<file path="src/rtl/mips_mdu.sv">
// Multi-cycle MIPS multiply/divide unit: shift-add multiply and restoring divide
// on operand magnitudes, sign correction in FIX, results held in HI/LO.
module mips_mdu #(
  parameter int WIDTH = 32
) (
  input  logic             clk,
  input  logic             rst,
  input  logic             start,
  input  logic [1:0]       op,
  input  logic [WIDTH-1:0] src_a,
  input  logic [WIDTH-1:0] src_b,
  input  logic             hi_we,
  input  logic             lo_we,
  input  logic [WIDTH-1:0] wdata,
  output logic             busy,
  output logic             done,
  output logic             div_by_zero,
  output logic [WIDTH-1:0] hi,
  output logic [WIDTH-1:0] lo
);

  localparam int CNT_W = $clog2(WIDTH) + 1;
  localparam logic [CNT_W-1:0] CNT_ZERO = CNT_W'(0);
  localparam logic [CNT_W-1:0] CNT_ONE  = CNT_W'(1);
  localparam logic [CNT_W-1:0] CNT_LAST = CNT_W'(WIDTH - 1);
  localparam logic [WIDTH-1:0] ZERO_W   = {WIDTH{1'b0}};
  localparam logic [WIDTH-1:0] ONES_W   = {WIDTH{1'b1}};
  localparam logic [WIDTH:0]   ZERO_W1  = {(WIDTH + 1){1'b0}};

  typedef enum logic [1:0] {
    IDLE = 2'd0,
    CALC = 2'd1,
    FIX  = 2'd2,
    DONE = 2'd3
  } state_t;

  state_t             state_r;
  logic [CNT_W-1:0]   cnt_r;
  logic               is_div_r;
  logic               a_neg_r;
  logic               b_neg_r;
  logic               b_zero_r;
  logic [WIDTH-1:0]   opnd_r;
  logic [2*WIDTH:0]   acc_r;

  logic               a_neg_s;
  logic               b_neg_s;
  logic [WIDTH-1:0]   a_mag_s;
  logic [WIDTH-1:0]   b_mag_s;
  logic [WIDTH:0]     upper_s;
  logic [2*WIDTH:0]   shl_s;
  logic [2*WIDTH:0]   step_s;
  logic [2*WIDTH-1:0] prod_s;
  logic [WIDTH-1:0]   res_hi_s;
  logic [WIDTH-1:0]   res_lo_s;

  // Operand magnitudes and signs; op[0]=1 selects the unsigned variants.
  always_comb begin
    a_neg_s = ~op[0] & src_a[WIDTH-1];
    b_neg_s = ~op[0] & src_b[WIDTH-1];
    a_mag_s = a_neg_s ? (ZERO_W - src_a) : src_a;
    b_mag_s = b_neg_s ? (ZERO_W - src_b) : src_b;
  end

  // One iteration: multiply adds into the upper half then shifts right,
  // divide shifts left and subtracts the divisor when it fits.
  always_comb begin
    upper_s = acc_r[2*WIDTH:WIDTH];
    shl_s   = {acc_r[2*WIDTH-1:0], 1'b0};
    step_s  = acc_r;
    if (is_div_r) begin
      if (shl_s[2*WIDTH:WIDTH] >= {1'b0, opnd_r}) begin
        step_s = {shl_s[2*WIDTH:WIDTH] - {1'b0, opnd_r}, shl_s[WIDTH-1:1], 1'b1};
      end else begin
        step_s = shl_s;
      end
    end else begin
      if (acc_r[0]) begin
        upper_s = acc_r[2*WIDTH:WIDTH] + {1'b0, opnd_r};
      end else begin
        upper_s = acc_r[2*WIDTH:WIDTH];
      end
      step_s = {1'b0, upper_s, acc_r[WIDTH-1:1]};
    end
  end

  // Sign correction; a zero divisor leaves remainder = |a| and forces quotient to all ones.
  always_comb begin
    prod_s   = (a_neg_r ^ b_neg_r) ? ({(2*WIDTH){1'b0}} - acc_r[2*WIDTH-1:0])
                                   : acc_r[2*WIDTH-1:0];
    res_hi_s = prod_s[2*WIDTH-1:WIDTH];
    res_lo_s = prod_s[WIDTH-1:0];
    if (is_div_r) begin
      res_hi_s = a_neg_r ? (ZERO_W - acc_r[2*WIDTH-1:WIDTH]) : acc_r[2*WIDTH-1:WIDTH];
      if (b_zero_r) begin
        res_lo_s = ONES_W;
      end else begin
        res_lo_s = (a_neg_r ^ b_neg_r) ? (ZERO_W - acc_r[WIDTH-1:0]) : acc_r[WIDTH-1:0];
      end
    end else begin
      res_hi_s = prod_s[2*WIDTH-1:WIDTH];
    end
  end

  // Control FSM, datapath registers and HI/LO with their status outputs.
  always_ff @(posedge clk) begin
    if (!rst) begin
      state_r     <= IDLE;
      cnt_r       <= CNT_ZERO;
      is_div_r    <= 1'b0;
      a_neg_r     <= 1'b0;
      b_neg_r     <= 1'b0;
      b_zero_r    <= 1'b0;
      opnd_r      <= ZERO_W;
      acc_r       <= {ZERO_W1, ZERO_W};
      busy        <= 1'b0;
      done        <= 1'b0;
      div_by_zero <= 1'b0;
      hi          <= ZERO_W;
      lo          <= ZERO_W;
    end else begin
      case (state_r)
        IDLE, DONE: begin
          done        <= 1'b0;
          div_by_zero <= 1'b0;
          if (start) begin
            state_r  <= CALC;
            busy     <= 1'b1;
            cnt_r    <= CNT_ZERO;
            is_div_r <= op[1];
            a_neg_r  <= a_neg_s;
            b_neg_r  <= b_neg_s;
            b_zero_r <= (src_b == ZERO_W);
            opnd_r   <= op[1] ? b_mag_s : a_mag_s;
            acc_r    <= {ZERO_W1, (op[1] ? a_mag_s : b_mag_s)};
          end else begin
            state_r <= IDLE;
            if (hi_we) hi <= wdata;
            if (lo_we) lo <= wdata;
          end
        end
        CALC: begin
          acc_r <= step_s;
          cnt_r <= cnt_r + CNT_ONE;
          if (cnt_r == CNT_LAST) state_r <= FIX;
        end
        FIX: begin
          hi          <= res_hi_s;
          lo          <= res_lo_s;
          busy        <= 1'b0;
          done        <= 1'b1;
          div_by_zero <= is_div_r & b_zero_r;
          state_r     <= DONE;
        end
        default: begin
          state_r     <= IDLE;
          busy        <= 1'b0;
          done        <= 1'b0;
          div_by_zero <= 1'b0;
        end
      endcase
    end
  end

endmodule

</file>
<file path="config.mk">
export PLATFORM = sky130hd
export DESIGN_NAME = mips_mdu
export DESIGN_NICKNAME = d
export VERILOG_FILES = /design/src/rtl/mips_mdu.sv
export SDC_FILE = /design/constraint.sdc
export NUM_CORES = 1
export LEC_CHECK = 0
export ABC_AREA = 0
export CAP_MARGIN = 10
export CORE_MARGIN = 2
export CORE_UTILIZATION = 25
export DETAILED_ROUTE_END_ITERATION = 10
export GPL_TIMING_DRIVEN = 1
export PLACE_DENSITY = 0.53
export SLEW_MARGIN = 20
export SYNTH_ARGS = -nofsm -noshare
export SYNTH_HDL_FRONTEND = slang
export SYNTH_SLANG_ARGS = --single-unit
</file>
<file path="constraint.sdc">
create_clock -name clk -period 7.95 [get_ports clk]
set_clock_uncertainty 0.15 [all_clocks]
set_input_delay 0.795 -clock clk [delete_from_list [all_inputs] [get_ports clk]]
set_output_delay 0.795 -clock clk [all_outputs]
set_load 0.03 [all_outputs]
</file>
Word level (Yosys, flattened, before mapping)
Cells that the tools add are included.

cells by class
  add/sub/neg operators = 8
  magnitude comparators = 1
  equality and inequality tests = 9
  muxes and demuxes = 30
  bitwise gates (word level) = 5
  reductions and logical operators = 10

operators by type and width
  cell                   number
  $mux 32                13
  $mux 65                3
  $pmux 65 s2            1
  $pmux 32 s2            2
  $sub 1x32->32 const A  4
  $mux 64                1
  $sub 1x64->64 const A  1
  $add 33x32->33         1
  $ge 33x32->1           1
  $mux 33                1
  $sub 33x32->33         1
  $logic_not 32->1       1
  $pmux 6 s2             1
  $ne 2x2->1 const B     5
  $add 6x1->6 const B    1
  $eq 6x5->1 const B     1
  $mux 6                 1
  $pmux 1 s2             3
  $pmux 2 s3             1
  $reduce_and 2->1       3
  $reduce_and 3->1       2
  $eq 2x2->1 const B     2
  $reduce_bool 2->1      2
  $and 1x1->1            3
  other kinds (7)        8

storage, ports and cells
  flip-flop bits (word level) = 176
  input port bits = 103
  output and inout bits = 67
  logic and storage cells = 76

Logic depth before layout (Yosys ltp)
Gate-level depths: netlist (run 1).

  depth after elaboration = 6
  gate-level depth with buffers = 15
  gate-level depth less buffers = 14

Worst setup path before layout (run 1)
No wires, ideal clock.

  path type = in2reg
  start = input port src_a[11]
  end = register acc_r[29]
  setup time = 0.132 ns
  data arrival time = 3.116 ns
  required time = 7.668 ns
  path slack = 4.551 ns
  cell stages on the path = 9
  path buffers = 0
  cells stage by stage = or4_4 -> or3_4 -> or4_4 -> nor3_4 -> nand2_2 -> o31ai_4 -> xnor2_1 -> a311oi_1 -> a21oi_1

between the ends
  word-level cells in the longest chain between the ends = 5

RTL lines
  what                  line  source
  start, declared       10    input logic [WIDTH-1:0] src_a,
  $sub 1x32->32         61    a_mag_s = a_neg_s ? (ZERO_W - src_a) : src_a;
  $mux 32               61
  $mux 32               135   acc_r <= {ZERO_W1, (op[1] ? a_mag_s : b_mag_s)};
  $mux 65               126   if (start) begin
  $pmux 65 s2           122   case (state_r)
  end signal, assigned  115   acc_r <= {ZERO_W1, ZERO_W};
  end signal, assigned  135
  end signal, assigned  143   acc_r <= step_s;
  end, declared         44    logic [2*WIDTH:0] acc_r;

Every way passes these cells. The select of a mux whose other input is x is not followed.
A chain may end at the register's enable or synchronous reset.

Worst setup path in the final report (run 1)
  start = register acc_r[46]
  end = register acc_r[36]

between the ends
  word-level cells in the longest chain between the ends = 4

RTL lines
  what          line  source
  $ge 33x32->1  72    if (shl_s[2*WIDTH:WIDTH] >= {1'b0, opnd_r}) begin
  $mux 65       72
  $mux 65       71    if (is_div_r) begin
  $pmux 65 s2   122

Every way passes these cells.

==> results.tsv, run 1 <==
metric	value	unit
die_y	249.7	um
antennaDiodeCount	0	
initial_core_util	25.14	%
reg2reg_slack	3.40	ns
stdcell_area	0.01804	mm2
grt_pass1_vias	15350	
die_w	249.7	um
io_buffers	169	
holdCritPathClass	reg -> reg	
placed_cells	2903	
cts.path.max_buffers	2	
yosys_warnings	0	
hold_ws	0.3081	ns
arrival	4.77	ns
maxSlewViolCount	0	
final_common_cell	nand2_1	
cts_resized	0	
vias	16160	
irDropWorstVdd	0.1696	mV
track_usage	19.36	%
status	complete, no violations	
setup_viol	0	
via_per_inst	5.507	
pre_cts_ws	3.304	ns
yosysUniqueCellTypes	74	
startpoint_type	register	
synth.avg_cell_area	7.287	um2
area.growth.synth_to_final	19.58	%
cts-buffers-inserted	17	
path_class	reg -> reg	
power.density	302.0	mW/mm2
clkSlewWorstSetupHoldPaths	0.08	ns
crit_required	8.17	ns
synthArstFlopShare	0	%
grt_max_degree	92	
synth_edf_count	0	
place_hpwl	47830	um
rr_worst_depth	11	
root_buffer	clkbuf_16	
final_cells	2935	
post-route-period-util	57.25	%
ys_seq_elements	176	
cts_tree	done	
hold_viol	0	
use_met2	31.96	%
mostFrequentLayoutCells	nand2_1 (240), a21oi_1 (214), dfxtp_1 (175), o21ai_0 (169), clkdlybuf4s50_1 (167)	
ctsHoldBuffers	0	
grt_pass1_wl	93380	um
ys.flop_type	dfxtp_1	
core_area	0.06002	mm2
rsz0062_at_grt	false	
gp_congestion	0.9586	
setup-tns-final	0	ns
cts_setup_buffers	0	
wl_per_cell	21.01	um
maxCapViolCount	0	
cp_max_fo	40	
critPathCaptureType	register	
ys_top_cells_by_area	dfxtp_1 (23%), a21oi_1 (7.1%), ha_1 (6.0%)	
period_minus_slack	4.551	ns
synthCells	2071	
use_met3	2.941	%
grt_overflow_total	0	
drive_gt1_share	4.645	%
drt_iter0_markers	1479	
die_area	0.06235	mm2
antenna_found_initial	0	
synth_nets	2248	
drc	0	
nets	2317	
yosysTopAreaCell	dfxtp_1	
clk_latency	0.49	ns
drt.antenna.violating_nets	0	
netlist_area	0.01509	mm2
leakage	6.896	nW
worst_slack	3.399	ns
hold_depth	2	
wl	61660	um
row_count	90	
clkSinkCount	176	
use_met1	25.13	%
htree_levels	4	
tightestPinTransition	1.129	ns
ys_seq_area_share	23.35	%
placed_area	0.01743	mm2
ioPinCount	170	
top_usage_layer	met2	
synth_top_area_share	23.35	%
drt_pass1_iterations	5	
slew-limit-headroom	24.57	%
clock.fmax	219.7	MHz
-- report_power, final --
group | total (W) | switching (W) | internal [W]
clock network | 0.000904 | 0.000417 | 0.000488
logic | 0.00311 | 0.00201 | 0.00110
registers | 0.00144 | 0.000305 | 0.00113
total | 0.00545 | 0.00273 | 0.00272
-- metal layers --
metal / routed length (um) / vias up
met1: 27010 / 7799
met2: 28870 / 576
met3: 3583 / 86
met5: 0 / -
li1: - / 7701
met4: 2191 / 0
-- critical path: stages (launching register included) --
cell and delay (ns):
dfxtp_1 0.66, ha_1 0.31, nand2_1 0.10, or4_1 0.57, nor4_1 0.43, nor3b_1 0.12, o211ai_1 0.14, nand3_2 0.70
buf_4 0.52, o311ai_0 0.38, o21ai_0 0.15, o21ai_0 0.19
-- final timing paths --
path	startpoint	end
hold / removal	hi[30]	hi[30]
setup reg to reg	acc_r[46]	acc_r[36]
setup / recovery	acc_r[46]	acc_r[36]
hold reg to reg	hi[30]	hi[30]
-- cell usage after synthesis (15+ instances only) --
| cell type | count |
|---|---|
| a211oi_1 | 26 |
| a21boi_0 | 49 |
| a21o_1 | 28 |
| a21oi_1 | 215 |
| a31oi_1 | 23 |
| and2_1 | 20 |
| buf_1 | 21 |
| clkbuf_1 | 120 |
| dfxtp_1 | 176 |
| ha_1 | 72 |
| inv_1 | 69 |
| mux2_2 | 15 |
| mux2i_1 | 32 |
| nand2_1 | 240 |
| nand3_1 | 53 |
| nand4_1 | 17 |
| nor2_1 | 139 |
| nor2b_1 | 25 |
| nor3_1 | 55 |
| o211a_1 | 16 |
| o211ai_1 | 69 |
| o21ai_0 | 171 |
| o221ai_1 | 30 |
| o31ai_1 | 18 |
| xnor2_1 | 82 |
| xor2_1 | 84 |
-- state kept, by name, summed over array words and instances (netlist names) --
signal,count
lo,32
div_by_zero,1
hi,32
busy,1
opnd_r,32
state_r,2
a_neg_r,1
done,1
b_zero_r,1
acc_r,65
cnt_r,6
b_neg_r,1
is_div_r,1
-- kinds of logic (layout without fill, tap and decap cells) --
| group | Yosys count | after routing | synth area share [%] |
|---|---|---|---|
| buffers and inverters | 213 | 295 | 5.306 |
| adders and majority gates | 74 | 74 | 6.235 |
| muxes | 47 | 47 | 3.242 |
| AOI/OAI and AO/OA | 754 | 754 | 32.18 |
| and+or+nand+nor | 641 | 641 | 20.06 |
| DFF | 176 | 176 | 23.35 |
| xor gates and xnor gates | 166 | 166 | 9.634 |
-- area by class of cell --
cell class / count / area, um2
well taps: 782 / 978.4
multi-input cells: 1682 / 10810
clock buffers: 20 / 456.7
inverters: 71 / 266.5
flip-flops and latches: 176 / 3527
repair buffers: 192 / 1857
clock inverters: 12 / 153.9
fillers: 6478 / 41980
-- stage by stage --
stage | util [%] | power (W)
after global routing | 30.06 | 0.005778
after global placement | 29.02 | 0.004510
after detailed placement | 29.05 | 0.004520
after floorplan | - | 0.003383
after CTS | 30.06 | 0.005428
final | 30.06 | 0.005449
(Power assumes the default switching activity.)
==> inputs of run 2 (changes only) <==
- clock period: 7.95 -> 4.5 ns (I/O delays scaled with it)
==> run 2 against run 1 <==
Effect of this change: largest cell class unchanged; die area did not move; critical path type unchanged; non-clock buffer count rose by 39; combinational power rose by 79%; fmax rose by 17%; cell count rose by 1.3%; worst setup slack got worse by 2.8 ns; clock-buffer cell count fell by 2; flip-flop and latch count did not move; critical path depth rose by 2; largest power group unchanged; routed wire length rose by 0.23%; clock power rose by 75%.
==> results.tsv, run 2 (synthesis results as in run 1) <==
metric	value	unit	change
hold_viol	0		unchanged
period_minus_slack	3.877	ns	-0.6742 ns
path_class	reg -> reg		
hold_depth	2		unchanged
slew-limit-headroom	27.17	%	+2.6 points
drt.antenna.violating_nets	0		unchanged
setup_viol	0		unchanged
hold_ws	0.2920	ns	-0.01617 ns
grt_overflow_total	0		unchanged
htree_levels	4		unchanged
core_area	0.06002	mm2	unchanged
initial_core_util	25.14	%	unchanged
gp_congestion	0.9201		-4.0%
maxCapViolCount	0		unchanged
row_count	90		unchanged
p_switching	0.004882	W	+79%
cts_setup_buffers	0		unchanged
root_buffer	clkbuf_16		
grt_pass1_vias	15550		+1.3%
final_common_cell	nand2_1		
final_util	30.52	%	+0.45 points
placed_cells	2942		+1.3%
startpoint_type	register		
leakage	7.088	nW	+2.8%
drive_gt1_share	6.390	%	+1.7 points
cp_max_fo	9		-78%
die_y	249.7	um	unchanged
stdcell_area	0.01832	mm2	+1.5%
regArea	0.003527	mm2	unchanged
cts_resized	0		unchanged
die_w	249.7	um	unchanged
cts_tree	done		
reg2reg_from	acc_r[32]		
vias	16240		+0.50%
tightestPinTransition	1.087	ns	-0.04165 ns
largest-register	acc_r		
track_usage	19.45	%	+0.089 points
clkSlewWorstSetupHoldPaths	0.08	ns	about the same
drt_iter0_markers	1519		+2.7%
status	complete, no violations		
clkPwrFrac	16.3	%	-0.3 points
irDropWorstVdd	0.2477	mV	+46%
clock.fmax	257.9	MHz	+17%
crit_required	4.74	ns	-3.43 ns
die_area	0.06235	mm2	unchanged
maxSlewViolCount	0		unchanged
swShare	50.40	%	+0.33 points
io_buffers	169		unchanged
via_per_inst	5.464		-0.78%
clkSinkCount	176		unchanged
power.density	528.8	mW/mm2	+75%
ctsHoldBuffers	0		unchanged
comb_power_share	57.5	%	+0.4 points
final_cells	2973		+1.3%
post-route-period-util	86.15	%	+29 points
rr_worst_depth	13		+2
wl_per_cell	20.79	um	-1.1%
grt_max_degree	80		-13%
drt_pass1_iterations	5		unchanged
area.growth.synth_to_final	21.37	%	
cts-buffers-inserted	17		unchanged
cts.path.max_buffers	2		unchanged
drc	0		unchanged
arrival	4.12	ns	-0.65 ns
holdCritPathClass	reg -> reg		
wl	61800	um	+0.23%
place_hpwl	48050	um	+0.46%
fillers	6454		-0.37%
clk_latency	0.50	ns	about the same
reg2reg_slack	0.62	ns	-2.78 ns
largest_reg_flops	65		unchanged
placed_area	0.01772	mm2	+1.6%
antenna_found_initial	0		unchanged
nets	2356		+1.7%
p_seq_share	26.2	%	about the same
multiInputGateArea	0.01081	mm2	about the same
setup-tns-final	0	ns	unchanged
crit_path_start	acc_r[32]		
critPathCaptureType	register		
mostFrequentLayoutCells	nand2_1 (239), a21oi_1 (214), dfxtp_1 (175), o21ai_0 (170), clkdlybuf4s50_1 (167)		
rsz0062_at_grt	false		
ioPinCount	170		unchanged
critPathCapture	acc_r[61]		
antennaDiodeCount	0		unchanged
p_int	0.004804	W	+77%
grt_pass1_wl	94190	um	+0.86%
reg2reg_to	acc_r[61]		
[run 2: metrics by stage]
stage          setup WS, ns  power, W
5_1_grt              0.3313   0.01027
3_3_place_gp         0.5896  0.008009
4_1_cts              0.6661  0.009630
6_report             0.6232  0.009685
3_5_place_dp         0.5213  0.008042
2_1_floorplan         1.335  0.005977
[run 2: power groups by stage]
stage	sequential, W	combinational [W]	clock, W
2_1_floorplan	0.00277	0.00321	0
3_3_place_gp	0.00254	0.00547	0
3_5_place_dp	0.00256	0.00549	0
4_1_cts	0.00252	0.00551	0.00160
5_1_grt	0.00258	0.00603	0.00166
6_report	0.00254	0.00557	0.00158
[run 2: worst min-delay path by stage]
stage,startpoint,endpoint,slack [ns]
after CTS,hi[30],hi[30],0.30
final,hi[30],hi[30],0.29
after global routing,hi[13],hi[13],0.33
after global placement,hi[30],hi[30],0.29
after floorplan,acc_r[64],acc_r[64],0.28
after detailed placement,hi[30],hi[30],0.29
[run 2: worst max-delay path: stages, from the launching register on]
cell       delay [ns]
dfxtp_1          0.54
ha_1             0.28
inv_1            0.07
fa_1             0.41
nor2b_1          0.19
o31ai_1          0.12
a21oi_1          0.25
nor2_1           0.11
a211o_1          0.36
a2111oi_0        0.55
a211oi_1         0.15
xor2_1           0.19
o211ai_1         0.10
a32o_1           0.29
[run 2: metal layers]
layer / GRT usage (%) / wire, um
met1: 25.85 / 27480
met2: 31.78 / 28750
met3: 2.660 / 3564
met4: 7.590 / 2004
met5: 0 / 0
[run 2: layout make-up]
cell class,count,share of cell area [%]
Inverter,71,1.455
Clock buffer,18,2.398
Tap cell,782,5.342
Timing Repair Buffer,231,11.74
Multi-Input combinational cell,1682,59.01
Sequential cell,176,19.26
Clock inverter,13,0.8061
